## config.mk

```make
export PLATFORM = sky130hd
export DESIGN_NAME = keypad_entry
export DESIGN_NICKNAME = d
export VERILOG_FILES = /design/src/rtl/keypad_pkg.sv /design/src/rtl/keypad_scan.sv /design/src/rtl/keypad_entry.sv
export SDC_FILE = /design/constraint.sdc
export NUM_CORES = 1
export LEC_CHECK = 0
export ABC_CLOCK_PERIOD_IN_PS = 3100
export CAP_MARGIN = 10
export CORE_UTILIZATION = 52
export CTS_CLUSTER_DIAMETER = 150
export DETAILED_ROUTE_END_ITERATION = 8
export HOLD_SLACK_MARGIN = 0.03
export PLACE_DENSITY = 0.75
export SETUP_SLACK_MARGIN = 0.2
export SYNTH_ARGS = -nofsm -noshare
export SYNTH_HDL_FRONTEND = slang
export SYNTH_SLANG_ARGS = --single-unit
```

## constraint.sdc

```tcl
create_clock -name i_clk -period 3.1 [get_ports i_clk]
set_clock_uncertainty 0.05 [all_clocks]
set_input_delay 0.62 -clock i_clk [delete_from_list [all_inputs] [get_ports i_clk]]
set_output_delay 0.62 -clock i_clk [all_outputs]
set_load 0.02 [all_outputs]
```

## src/rtl/keypad_pkg.sv

```systemverilog
// Shared types, key codes and the keypad position-to-code map.
package keypad_pkg;

    localparam logic [3:0] KEY_STAR = 4'hE;
    localparam logic [3:0] KEY_HASH = 4'hF;

    typedef enum logic [1:0] {NONE, SINGLE, MULTI} frame_class_t;

    typedef enum logic {IDLE, PRESSED} state_t;

    // Rows top to bottom: 1 2 3 A / 4 5 6 B / 7 8 9 C / * 0 # D
    function automatic logic [3:0] key_code(input logic [1:0] row, input logic [1:0] col);
        logic [3:0] code;
        code = 4'h0;
        case ({row, col})
            4'h0: code = 4'h1;
            4'h1: code = 4'h2;
            4'h2: code = 4'h3;
            4'h3: code = 4'hA;
            4'h4: code = 4'h4;
            4'h5: code = 4'h5;
            4'h6: code = 4'h6;
            4'h7: code = 4'hB;
            4'h8: code = 4'h7;
            4'h9: code = 4'h8;
            4'hA: code = 4'h9;
            4'hB: code = 4'hC;
            4'hC: code = KEY_STAR;
            4'hD: code = 4'h0;
            4'hE: code = KEY_HASH;
            default: code = 4'hD;
        endcase
        return code;
    endfunction

endpackage

```

## src/rtl/keypad_scan.sv

```systemverilog
// Column scanner: row synchronizer, column drive and per-frame key classification.
module keypad_scan
    import keypad_pkg::*;
#(
    parameter int SCAN_TICKS = 100_000
) (
    input  logic         i_clk,
    input  logic         i_rst_n,
    input  logic [3:0]   i_filas,
    output logic [3:0]   o_columnas,
    output logic         o_frame_done,
    output frame_class_t o_frame_class,
    output logic [3:0]   o_frame_code
);

    localparam int TW = (SCAN_TICKS > 1) ? $clog2(SCAN_TICKS) : 1;
    localparam logic [TW-1:0] TICK_LAST = TW'(SCAN_TICKS - 1);

    logic [3:0]    r_meta;
    logic [3:0]    r_sync;
    logic [TW-1:0] r_tick;
    logic [1:0]    r_col;
    logic [3:0]    r_columnas;
    logic [1:0]    r_hits;
    logic [3:0]    r_code;
    logic          r_frame_done;
    frame_class_t  r_frame_class;
    logic [3:0]    r_frame_code;

    logic          w_sample;
    logic [3:0]    w_pressed;
    logic [2:0]    w_col_hits;
    logic [1:0]    w_col_row;
    logic [2:0]    w_total;
    logic [1:0]    w_hits_next;
    logic [3:0]    w_code_next;

    // Two-flop synchronizer for the asynchronous row returns
    always_ff @(posedge i_clk or negedge i_rst_n) begin
        if (!i_rst_n) begin
            r_meta <= '1;
            r_sync <= '1;
        end else begin
            r_meta <= i_filas;
            r_sync <= r_meta;
        end
    end

    // Column period counter and one-hot-low column drive
    always_ff @(posedge i_clk or negedge i_rst_n) begin
        if (!i_rst_n) begin
            r_tick     <= '0;
            r_col      <= '0;
            r_columnas <= 4'b1110;
        end else if (r_tick == TICK_LAST) begin
            r_tick     <= '0;
            r_col      <= r_col + 2'd1;
            r_columnas <= {r_columnas[2:0], r_columnas[3]};
        end else begin
            r_tick <= r_tick + TW'(1);
        end
    end

    // Count pressed rows in the current column and locate one of them
    always_comb begin
        w_sample    = (r_tick == TICK_LAST);
        w_pressed   = ~r_sync;
        w_col_hits  = {2'b0, w_pressed[0]} + {2'b0, w_pressed[1]}
                    + {2'b0, w_pressed[2]} + {2'b0, w_pressed[3]};
        w_col_row   = 2'd0;
        for (int unsigned r = 0; r < 4; r++) begin
            if (w_pressed[r]) w_col_row = 2'(r);
        end
        w_total     = {1'b0, r_hits} + w_col_hits;
        w_hits_next = (w_total >= 3'd2) ? 2'd2 : w_total[1:0];
        w_code_next = (r_hits == 2'd0 && w_col_hits == 3'd1) ? key_code(w_col_row, r_col) : r_code;
    end

    // Accumulate key hits across the four columns and publish the frame result
    always_ff @(posedge i_clk or negedge i_rst_n) begin
        if (!i_rst_n) begin
            r_hits        <= '0;
            r_code        <= '0;
            r_frame_done  <= 1'b0;
            r_frame_class <= NONE;
            r_frame_code  <= '0;
        end else begin
            r_frame_done <= 1'b0;
            if (w_sample) begin
                if (r_col == 2'd3) begin
                    r_hits        <= '0;
                    r_code        <= '0;
                    r_frame_done  <= 1'b1;
                    r_frame_code  <= w_code_next;
                    r_frame_class <= (w_hits_next == 2'd0) ? NONE :
                                     (w_hits_next == 2'd1) ? SINGLE : MULTI;
                end else begin
                    r_hits <= w_hits_next;
                    r_code <= w_code_next;
                end
            end
        end
    end

    assign o_columnas    = r_columnas;
    assign o_frame_done  = r_frame_done;
    assign o_frame_class = r_frame_class;
    assign o_frame_code  = r_frame_code;

endmodule

```

## src/rtl/keypad_entry.sv

```systemverilog
// Keypad decimal entry: debounces scan frames, accepts keys and builds an 8-bit operand.
module keypad_entry
    import keypad_pkg::*;
#(
    parameter int SCAN_TICKS      = 100_000,
    parameter int DEBOUNCE_FRAMES = 4
) (
    input  logic       i_clk,
    input  logic       i_rst_n,
    output logic [3:0] o_columnas,
    input  logic [3:0] i_filas,
    output logic [3:0] o_tecla,
    output logic       o_tecla_strobe,
    output logic [7:0] o_acumulado,
    output logic [7:0] o_valor,
    output logic       o_valido,
    output logic       o_desborde
);

    localparam logic [7:0] DB_MAX = 8'(DEBOUNCE_FRAMES);

    logic         w_frame_done;
    frame_class_t w_frame_class;
    logic [3:0]   w_frame_code;

    frame_class_t r_prev_class;
    logic [3:0]   r_prev_code;
    logic [7:0]   r_db_cnt;
    state_t       r_state;
    logic [3:0]   r_tecla;
    logic         r_strobe;
    logic [7:0]   r_acc;
    logic [7:0]   r_valor;
    logic         r_valido;
    logic         r_desb;

    logic         w_same;
    logic [7:0]   w_db_next;
    logic         w_stable;
    state_t       w_state_next;
    logic         w_accept;
    logic [11:0]  w_acc_next;

    keypad_scan #(
        .SCAN_TICKS(SCAN_TICKS)
    ) u_scan (
        .i_clk        (i_clk),
        .i_rst_n      (i_rst_n),
        .i_filas      (i_filas),
        .o_columnas   (o_columnas),
        .o_frame_done (w_frame_done),
        .o_frame_class(w_frame_class),
        .o_frame_code (w_frame_code)
    );

    // Frame-to-frame comparison; SINGLE frames only match when the key code matches too
    always_comb begin
        w_same     = (w_frame_class == r_prev_class) &&
                     (w_frame_class != SINGLE || w_frame_code == r_prev_code);
        w_db_next  = !w_same ? 8'd1 : ((r_db_cnt >= DB_MAX) ? r_db_cnt : r_db_cnt + 8'd1);
        w_stable   = w_frame_done && (w_db_next >= DB_MAX);
        w_acc_next = ({4'b0, r_acc} << 3) + ({4'b0, r_acc} << 1) + {8'b0, w_frame_code};
    end

    // Debounce history and counter, updated once per frame
    always_ff @(posedge i_clk or negedge i_rst_n) begin
        if (!i_rst_n) begin
            r_prev_class <= NONE;
            r_prev_code  <= '0;
            r_db_cnt     <= '0;
        end else if (w_frame_done) begin
            r_prev_class <= w_frame_class;
            r_prev_code  <= w_frame_code;
            r_db_cnt     <= w_db_next;
        end
    end

    // FSM state register
    always_ff @(posedge i_clk or negedge i_rst_n) begin
        if (!i_rst_n) r_state <= IDLE;
        else          r_state <= w_state_next;
    end

    // FSM next state: accept on a stable single key, re-arm only after a stable release
    always_comb begin
        w_state_next = r_state;
        w_accept     = 1'b0;
        case (r_state)
            IDLE: begin
                if (w_stable && w_frame_class == SINGLE) begin
                    w_accept     = 1'b1;
                    w_state_next = PRESSED;
                end
            end
            PRESSED: begin
                if (w_stable && w_frame_class == NONE) w_state_next = IDLE;
            end
            default: w_state_next = IDLE;
        endcase
    end

    // Key report and accumulator actions on acceptance
    always_ff @(posedge i_clk or negedge i_rst_n) begin
        if (!i_rst_n) begin
            r_tecla  <= '0;
            r_strobe <= 1'b0;
            r_acc    <= '0;
            r_valor  <= '0;
            r_valido <= 1'b0;
            r_desb   <= 1'b0;
        end else begin
            r_strobe <= 1'b0;
            r_valido <= 1'b0;
            if (w_accept) begin
                r_tecla  <= w_frame_code;
                r_strobe <= 1'b1;
                if (w_frame_code <= 4'd9) begin
                    if (!r_desb) begin
                        if (w_acc_next <= 12'd255) r_acc  <= w_acc_next[7:0];
                        else                       r_desb <= 1'b1;
                    end
                end else if (w_frame_code == KEY_STAR) begin
                    r_acc  <= '0;
                    r_desb <= 1'b0;
                end else if (w_frame_code == KEY_HASH) begin
                    if (!r_desb) begin
                        r_valor  <= r_acc;
                        r_valido <= 1'b1;
                    end
                    r_acc  <= '0;
                    r_desb <= 1'b0;
                end
            end
        end
    end

    assign o_tecla        = r_tecla;
    assign o_tecla_strobe = r_strobe;
    assign o_acumulado    = r_acc;
    assign o_valor        = r_valor;
    assign o_valido       = r_valido;
    assign o_desborde     = r_desb;

endmodule

```

### Word-level counts from Yosys, hierarchy flattened

Memory sizes are Yosys's and may differ from the RTL's.
Cells that the tools add are included.

| storage, ports and cells | value |
|---|---|
| flip-flop bits (word level) | 82 |
| latch bits | 0 |
| ROM bits | 64 |
| memories | 1 |
| memory bits (writable) | 0 |
| output and inout port bits | 27 |

Memory list:

| name | depth | width | rd ports | clocked after memory_dff | wr ports | line | text |
|---|---|---|---|---|---|---|---|
| (no name shown) | 16 | 4 | 1 | 0 | 0 | keypad_pkg.sv:15 | `case ({row, col})` |

| cells by class | value |
|---|---|
| reductions and logical operators | 14 |
| bitwise logic cells | 5 |
| magnitude comparators | 5 |
| equal/unequal tests | 12 |
| shift operators | 0 |
| add/sub/neg operators | 9 |
| mux-type cells | 34 |
| multipliers | 0 |
| div/mod/pow operators | 0 |

Operator list:

| kind | number |
|---|---|
| $mux 8 | 7 |
| $add 17x1->17 const B | 1 |
| $eq 17x17->1 const B | 1 |
| $mux 1 | 17 |
| $mux 17 | 1 |
| $ge 8x3->1 const B | 2 |
| $add 11x9->12 | 1 |
| $add 12x4->12 | 1 |
| $le 12x8->1 const B | 1 |
| $mux 2 | 6 |
| $add 8x1->8 const B | 1 |
| $eq 4x4->1 const B | 2 |
| $mux 4 | 2 |
| $add 3x1->3 | 2 |
| $logic_not 2->1 | 3 |
| $logic_and 1x1->1 | 5 |
| $reduce_and 5->1 | 1 |
| $eq 2x1->1 const B | 2 |
| $eq 4x4->1 | 1 |
| $le 4x4->1 const B | 1 |
| $ne 2x1->1 const B | 2 |
| $not 1->1 | 4 |
| $not 4->4 | 1 |
| $reduce_and 2->1 | 2 |
| 12 further kinds | 12 |

### Logic depth before layout (Yosys ltp)

Gate-level depths: netlist of run 1.

| depth | value |
|---|---|
| word-level depth | 10 |
| mapped depth | 10 |
| mapped depth without buffers | 9 |

### Cells and area by module

A second synthesis of run 1 with hierarchy kept.

| unflattened totals | value |
|---|---|
| cell total of the unflattened synthesis | 359 |
| area total of the unflattened synthesis | 4137.7 sq um |

Modules (own cells, without submodules):

| module | area an instance (sq um) | cells each | instances |
|---|---|---|---|
| keypad_entry | 2080.7 | 168 | 1 |
| keypad_scan | 2057.0 | 191 | 1 |

### Least setup slack after synthesis of run 1

Ideal clock, no wire load.

| path | value |
|---|---|
| path kind | reg-to-reg |
| from | reg r_acc[0], in the netlist o_acumulado[0] |
| to | reg r_acc[3], in the netlist o_acumulado[3] |
| arrival | 2.860 ns |
| setup slack | 0.066 ns |
| clock period less this slack | 3.034 ns |
| required time | 2.925 ns |
| cell stages (with the launch flop) | 9 |
| cells stage by stage | dfrtp_1 > inv_1 > fa_1 > fa_1 > nor2b_1 > o2111ai_1 > a31o_1 > nor4_4 > mux2_2 |

| between the ends | value |
|---|---|
| cells in the longest elaborated chain, start to end | 5 |
| elaborated cells on any way between the ends | 8 |

Ends and longest elaborated chain:

| item | line | text |
|---|---|---|
| start, declared | keypad_entry.sv:32 | `logic [7:0] r_acc;` |
| start signal, assigned | keypad_entry.sv:119 | `if (w_acc_next <= 12'd255) r_acc <= w_acc_next[7:0];` |
| $add 11x9->12 (*) | keypad_entry.sv:62 | `w_acc_next = ({4'b0, r_acc} << 3) + ({4'b0, r_acc} << 1) + {8'b0, w_frame_code};` |
| $add 12x4->12 (*) | keypad_entry.sv:62 |  |
| $le 12x8->1 or $mux 8 (tied branches) | keypad_entry.sv:119 |  |
| $ne 2x1->1 (no source line) or $mux 8 (tied branches) | -- |  |
| $reduce_and 4->1 (no source line) or $mux 8 (tied branches) | -- |  |

Mark *: on every way between the ends. The rest lies on a longest branch, timed or not. The select of a mux whose other input is x is not followed.
A chain may end at the register's enable or synchronous reset.

### Worst setup path after layout of run 1

| path | value |
|---|---|
| from | reg u_scan.r_sync[1] |
| to | reg u_scan.r_frame_code[3], in the netlist u_scan.o_frame_code[3] |

| between the ends | value |
|---|---|
| cells in the longest elaborated chain, start to end | 7 |
| elaborated cells on any way between the ends | 11 |

Ends and longest elaborated chain:

| item | line | text |
|---|---|---|
| start, declared | keypad_scan.sv:20 | `logic [3:0] r_sync;` |
| start signal, assigned | keypad_scan.sv:45 | `r_sync <= r_meta;` |
| $not 4->4 (*) | keypad_scan.sv:67 | `w_pressed = ~r_sync;` |
| $add 1x1->2 | keypad_scan.sv:68 | `w_col_hits = {2'b0, w_pressed[0]} + {2'b0, w_pressed[1]}` |
| $add 3x1->3 (2 in a row) | keypad_scan.sv:69 | `+ {2'b0, w_pressed[2]} + {2'b0, w_pressed[3]};` |
| $eq 3x1->1 | keypad_scan.sv:76 | `w_code_next = (r_hits == 2'd0 && w_col_hits == 3'd1) ? key_code(w_col_row, r_col) : r_code;` |
| $logic_and 1x1->1 | keypad_scan.sv:76 |  |
| $mux 4 (*) | keypad_scan.sv:76 |  |
| end signal, assigned | keypad_scan.sv:94 | `r_frame_code <= w_code_next;` |
| end, declared | keypad_scan.sv:28 | `logic [3:0] r_frame_code;` |

Mark *: on every way between the ends. The rest lies on a longest branch, timed or not.

==> results of run 1 <==
layer usage:
metal	track usage (%)	wire length [µm]	vias to the layer above
li1	-	-	1352
met3	4.12	237	10
met5	0	0	-
met2	33.9	3760	53
met4	8.33	140	0
met1	25.7	3470	1345
state kept, by name, indices dropped and copies added (netlist names):
name and cells:
r_state 1, o_valido 1, r_db_cnt 8, u_scan.o_frame_code 4
u_scan.r_meta 4, u_scan.o_frame_done 1, u_scan.r_col 2, u_scan.r_hits 2
o_tecla_strobe 1, u_scan.r_tick 17, o_acumulado 8, o_tecla 4
u_scan.r_code 4, u_scan.r_sync 4, r_prev_class 2, r_prev_code 4
u_scan.o_columnas 4, o_desborde 1, u_scan.o_frame_class 2, o_valor 8
Yosys cell counts, drive strengths merged, types with 3 or more instances:
master and number:
ha 25, and3 5, xnor2 11, nor2 25
nor3 12, inv 21, mux2i 5, xor2 13
dfstp 11, o31ai 3, mux2 30, a22o 5
nor2b 12, nand2 30, a21oi 10, fa 4
and2 3, nand4 4, dfrtp 71, o21ai 8
nor4 5, clkbuf 7, nand3 10, nand2b 4
through the flow:
stage,util (%),power (mW),hold slack [ns],worst slack [ns],instance area (µm²)
6_report,66.9,2.10,0.180,0.315,4960
3_3_place_gp,62.4,1.17,0.296,0.218,4620
5_1_grt,66.9,2.16,0.228,0.206,4960
2_1_floorplan,-,1.13,0.274,0.0718,4140
4_1_cts,66.2,2.11,0.199,0.211,4900
3_5_place_dp,62.4,1.17,0.297,0.161,4620
power groups by stage:
stage               logic, mW  registers [mW]  clock network (mW)
CTS                    0.0718            1.08               0.954
global placement       0.0690            1.10                   0
finish                 0.0735            1.08               0.941
floorplan              0.0317            1.10                   0
detailed placement     0.0708            1.10                   0
global route           0.0831            1.08               0.995
kinds of logic after synthesis:
logic type,synth area share (%)
flip-flops,50.8
XOR/XNOR,5.17
AO/OA/AOI/OAI,6.33
buffers and inverters,2.71
adder cells (fa/ha/maj),9.66
multiplexers,9.53
AND/OR/NAND/NOR,15.8
timing repair:
action | in CTS | in global routing
gates resized for setup | 2 | 7
endpoints found under the hold margin | 0 | 0
pin swaps | 0 | 4
setup buffers | 2 | 2
setup endpoints to repair | 5 | 13
cloned | 0 | 0
worst min path at each step:
stage / endpoint / depth (start not counted)
global route: o_valor[3]$_DFFE_PN0P_ / 1
floorplan: o_acumulado[0]$_DFFE_PN0P_ / 0
global placement: u_scan.r_sync[3]$_DFF_PN1_ / 0
finish: o_valor[3]$_DFFE_PN0P_ / 1
CTS: u_scan.r_tick[8]$_DFF_PN0_ / 1
detailed placement: u_scan.r_sync[3]$_DFF_PN1_ / 0
layout make-up:
cell class	instances	area (µm²)	share of cell area, %
Clock buffer	10	128	2.57
Inverter	21	78.8	1.59
Clock inverter	6	115	2.32
Timing Repair Buffer	45	432	8.70
Multi-Input combinational cell	250	2010	40.5
Tap cell	99	124	2.50
Sequential cell	82	2070	41.8
critical path, stage by stage, from the launching register on:
cell and delay [ns]:
dfstp_2 0.57, inv_1 0.05, ha_1 0.29, fa_1 0.37, ha_1 0.33, nor4_2 0.18, and2_1 0.21, mux2_2 0.36
mux2_2 0.27
==> results.sh, run 1 <==
export IMPL_cts_buffers=9
export IMPL_power_leakage_nw=2.34
export IMPL_r2r_cells=8
export IMPL_ys_types=44
export IMPL_min_period_over_period_pct=89.8
export IMPL_avgSynthCellArea_um2=11.3
export IMPL_drt_iter0_drc=127
export IMPL_setup_worst_path_start="u_scan.r_sync[1]$_DFF_PN1_"
export IMPL_core_rowCount=31
export IMPL_vias_per_cell=5.38
export IMPL_ys_ff_latch=82
export IMPL_yosys_area_top_type="dfrtp_1"
export IMPL_gp_congestion=0.835
export IMPL_dp_hpwl_um=5250
export IMPL_fin_crit_ns=2.79
export IMPL_pwr_share_seq_pct=51.6
export IMPL_nFillCells=564
export IMPL_port_buffers=32
export IMPL_cap_violations=0
export IMPL_worstSetupEndpoint="u_scan.o_frame_code[3]$_DFFE_PN0P_"
export IMPL_ir_drop_v=0.000273
export IMPL_antenna_cells=0
export IMPL_yosys_warnings=0
export IMPL_slew_headroom_pct=57.1
export IMPL_die_h_um=90.5
export IMPL_r2r_end="u_scan.o_frame_code[3]$_DFFE_PN0P_"
export IMPL_dr_pass1_iters=4
export IMPL_ios=33
export IMPL_status="completed"
export IMPL_dieArea_mm2=0.00818
export IMPL_synth_edff_count=0
export IMPL_synth_nets=396
export IMPL_grt_overflow=0
export IMPL_min_delay_path_class="in2async"
export IMPL_intPower_mw=1.64
export IMPL_clk_pin_slew_ns=0.08
export IMPL_instances_no_fill=513
export IMPL_final_cell_mix="65 x dfrtp_1, 31 x clkdlybuf4s50_1, 30 x nand2_1"
export IMPL_synth_seq_area_share_pct=50.8
export IMPL_clockRootBuffer="clkbuf_8"
export IMPL_reg2reg_slack_ns=0.31
export IMPL_power_frac_comb_pct=3.5
export IMPL_cts_tree="yes"
export IMPL_grt_pass1_wl_um=13100
export IMPL_p_sw_share_pct=21.6
export IMPL_areaGrowthSynthToFinish_pct=21.9
export IMPL_crit_type="reg2reg"
export IMPL_synthCells=361
export IMPL_cts_max_level=3
export IMPL_cp_required_ns=3.30
export IMPL_synthFlopType="dfrtp_1"
export IMPL_core_area_mm2=0.00741
export IMPL_drc=0
export IMPL_grt_pass1_vias=2836
export IMPL_start_util_pct=54.9
export IMPL_fmaxAchievable_mhz=359
export IMPL_antenna_found_initial=0
export IMPL_worst_pin_slew_ns=0.640
export IMPL_synth_top_cell_area_share_pct=43.7
export IMPL_clock_latency_ns=0.36
export IMPL_p_switching_mw=0.452
export IMPL_vias=2760
export IMPL_cp_end_kind="flip-flop"
export IMPL_die_w_um=90.5
export IMPL_clock_path_buffers=2
export IMPL_final_common_cell="dfrtp_1"
export IMPL_clockPowerShare_pct=44.9
export IMPL_numClockSinks=82
export IMPL_ys_async_sr_fraction_pct=100
export IMPL_crit_path_start_kind="flip-flop"
export IMPL_finalSetupViolCount=0
export IMPL_grt_setup_unrepaired="false"
export IMPL_dp_cells=493
export IMPL_fin_nets=444
export IMPL_grt_max_degree=43
export IMPL_drive_above_1_share_pct=22.5
export IMPL_wl_per_cell_um=14.8
export IMPL_synthTopCellsByArea="dfrtp_1 44%, mux2_2 8.3%, ha_1 7.7%"
export IMPL_wirelength_um=7610
export IMPL_hold_buffers=0
export IMPL_finalSetupTns_ns=0
export IMPL_worstPathMaxFanout=5
export IMPL_r2r_start="u_scan.r_sync[1]$_DFF_PN1_"
export IMPL_maxSlewViolCount=0
export IMPL_final_antenna_net_count=0
export IMPL_cp_arrival_ns=2.98
export IMPL_hold_viol_final=0
export IMPL_grtUsageTotal_pct=20.2
export IMPL_powerDensity_mw_per_mm2=423
export IMPL_synth_area_mm2=0.00407
No activity file was read; power rests on OpenSTA's default activity.
==> run 2, diff against run 1 <==
SETUP_SLACK_MARGIN = not set   (was 0.2)
SKIP_LAST_GASP = 1   (was not set)
==> run 2 against run 1 <==
Net effect:
- power is 9.9% lower
- register-to-register slack worse by 0.21 ns
- clock-buffer cell count is 1 higher
==> results.sh, run 2 (synthesized netlist as in run 1, its figures left out) <==
export IMPL_dp_cells=493
export IMPL_wirelength_um=7110
export IMPL_intPower_mw=1.47
export IMPL_instances_no_fill=511
export IMPL_fin_crit_ns=3.00
export IMPL_fin_nets=442
export IMPL_min_from="u_scan.r_meta[0]$_DFF_PN1_"
export IMPL_cts_tree="yes"
export IMPL_p_switching_mw=0.416
export IMPL_cp_end_kind="flip-flop"
export IMPL_dp_hpwl_um=4960
export IMPL_grt_overflow=0
export IMPL_core_area_mm2=0.00741
export IMPL_antenna_found_initial=0
export IMPL_min_period_over_period_pct=96.6
export IMPL_power_mw=1.89
export IMPL_grt_setup_unrepaired="false"
export IMPL_finalSetupTns_ns=0
export IMPL_final_cell_mix="71 x dfrtp_1, 31 x clkdlybuf4s50_1, 30 x nand2_1, 30 x mux2_2, 25 x nor2_1"
export IMPL_hold_slack_ns=0.307
export IMPL_grt_pass1_wl_um=12800
export IMPL_maxSlewViolCount=0
export IMPL_cp_required_ns=3.28
export IMPL_final_area_mm2=0.00477
export IMPL_status="completed"
export IMPL_clockPowerShare_pct=39.2
export IMPL_areaGrowthSynthToFinish_pct=17.1
export IMPL_cts_buffers=9
export IMPL_worst_pin_slew_ns=0.982
export IMPL_core_rowCount=31
export IMPL_ios=33
export IMPL_ir_drop_v=0.000258
export IMPL_antenna_cells=0
export IMPL_grt_max_degree=83
export IMPL_slew_headroom_pct=34.5
export IMPL_power_frac_comb_pct=3.5
export IMPL_drive_above_1_share_pct=18.0
export IMPL_fmaxAchievable_mhz=334
export IMPL_top_register="u_scan.r_tick"
export IMPL_clk_pin_slew_ns=0.08
export IMPL_drc=0
export IMPL_port_buffers=32
export IMPL_multi_input_area_mm2=0.00191
export IMPL_crit_type="reg2reg"
export IMPL_dr_pass1_iters=4
export IMPL_final_common_cell="dfrtp_1"
export IMPL_largest_reg_flops=17
export IMPL_numClockSinks=82
export IMPL_nFillCells=586
export IMPL_pwr_share_seq_pct=57.3
export IMPL_die_w_um=90.5
export IMPL_wl_per_cell_um=13.9
export IMPL_grt_pass1_vias=2805
export IMPL_finalSetupViolCount=0
export IMPL_die_h_um=90.5
export IMPL_vias_per_cell=5.37
export IMPL_r2r_start="o_acumulado[7]$_DFFE_PN0P_"
export IMPL_start_util_pct=54.9
export IMPL_hold_viol_final=0
export IMPL_worstPathMaxFanout=6
export IMPL_gp_congestion=0.841
export IMPL_final_antenna_net_count=0
export IMPL_p_sw_share_pct=22.0
export IMPL_vias=2742
export IMPL_powerDensity_mw_per_mm2=396
export IMPL_drt_iter0_drc=91
export IMPL_min_delay_path_class="reg2reg"
export IMPL_clockRootBuffer="clkbuf_8"
export IMPL_power_leakage_nw=2.32
export IMPL_crit_path_start_kind="flip-flop"
export IMPL_clock_path_buffers=2
export IMPL_setup_worst_path_start="o_acumulado[7]$_DFFE_PN0P_"
export IMPL_cap_violations=0
export IMPL_dpl_cell_area_mm2=0.00455
export IMPL_seq_area_mm2=0.00207
export IMPL_cp_arrival_ns=3.17
export IMPL_dieArea_mm2=0.00818
export IMPL_hold_buffers=0
export IMPL_cts_max_level=3
export IMPL_grtUsageTotal_pct=19.4
export IMPL_clock_latency_ns=0.35
==> run 2: cell types whose count changed in the layout (fill, tap and decap cells not counted), moves of 4 or more <==
cell     before  now
dfrtp_1      65   71
dfrtp_2       6    0
mux2_2       25   30
mux2_4        5    0
ha_1         20   24
ha_4          4    0
==> run 2: worst paths after layout <==
check                                                  end  slack (ns)  depth (start not counted)
worst max-delay path            o_acumulado[5]$_DFFE_PN0P_        0.10                          8
worst min-delay path            u_scan.r_sync[0]$_DFF_PN1_        0.31                          0
worst max register to register  o_acumulado[5]$_DFFE_PN0P_        0.10                          8
worst min register to register  u_scan.r_sync[0]$_DFF_PN1_        0.31                          0
max in group asynchronous           o_valor[6]$_DFFE_PN0P_        1.99                          1
min in group asynchronous           o_valor[2]$_DFFE_PN0P_        0.37                          1
==> run 2: critical path, cell delays in order, from the launching register on <==
cell	delay, ns
dfrtp_1	0.41
ha_1	0.29
ha_1	0.19
or4_1	0.55
or3b_1	0.39
a31o_1	0.26
nor4_4	0.26
buf_6	0.16
mux2_2	0.33
==> run 2: layer usage <==
metal	vias up	GRT usage [%]	wire length [µm]
li1	1345	-	-
met1	1334	25.0	3280
met2	54	32.4	3510
met3	9	3.20	219
met4	0	8.74	99
met5	-	0	0
==> run 2: power by group through the flow <==
stage	combinational, mW	sequential [mW]	clock (mW)
5_1_grt	0.0781	1.08	0.809
4_1_cts	0.0691	1.08	0.768
2_1_floorplan	0.0317	1.10	0
3_3_place_gp	0.0668	1.10	0
3_5_place_dp	0.0686	1.10	0
6_report	0.0663	1.08	0.740
==> run 2: area by class of cell <==
cell class / count / area share [%]
multi-input cells: 250 / 40.0
well taps: 99 / 2.60
repair buffers: 43 / 8.48
inverters: 21 / 1.65
clock buffers: 11 / 2.76
clock inverters: 5 / 1.16
flip-flops and latches: 82 / 43.3
==> run 2: metrics by stage <==
| stage | worst slack [ns] | utilization, % |
|---|---|---|
| after floorplan | 0.0657 | - |
| final | 0.104 | 64.3 |
| after global routing | 0.000460 | 64.3 |
| after global placement | 0.138 | 61.4 |
| after detailed placement | 0.0866 | 61.4 |
| after CTS | 0.0241 | 63.9 |
==> run 2: timing repair <==
action	CTS	global route
resized for setup	0	5
buffers inserted	0	2
setup endpoints to repair	0	8
==> run 3, diff against run 2 <==
CTS_CLUSTER_DIAMETER = not set   (was 150)
==> results of run 3 <==
The final DEF is identical to that of run 2; final timing and power are the same.
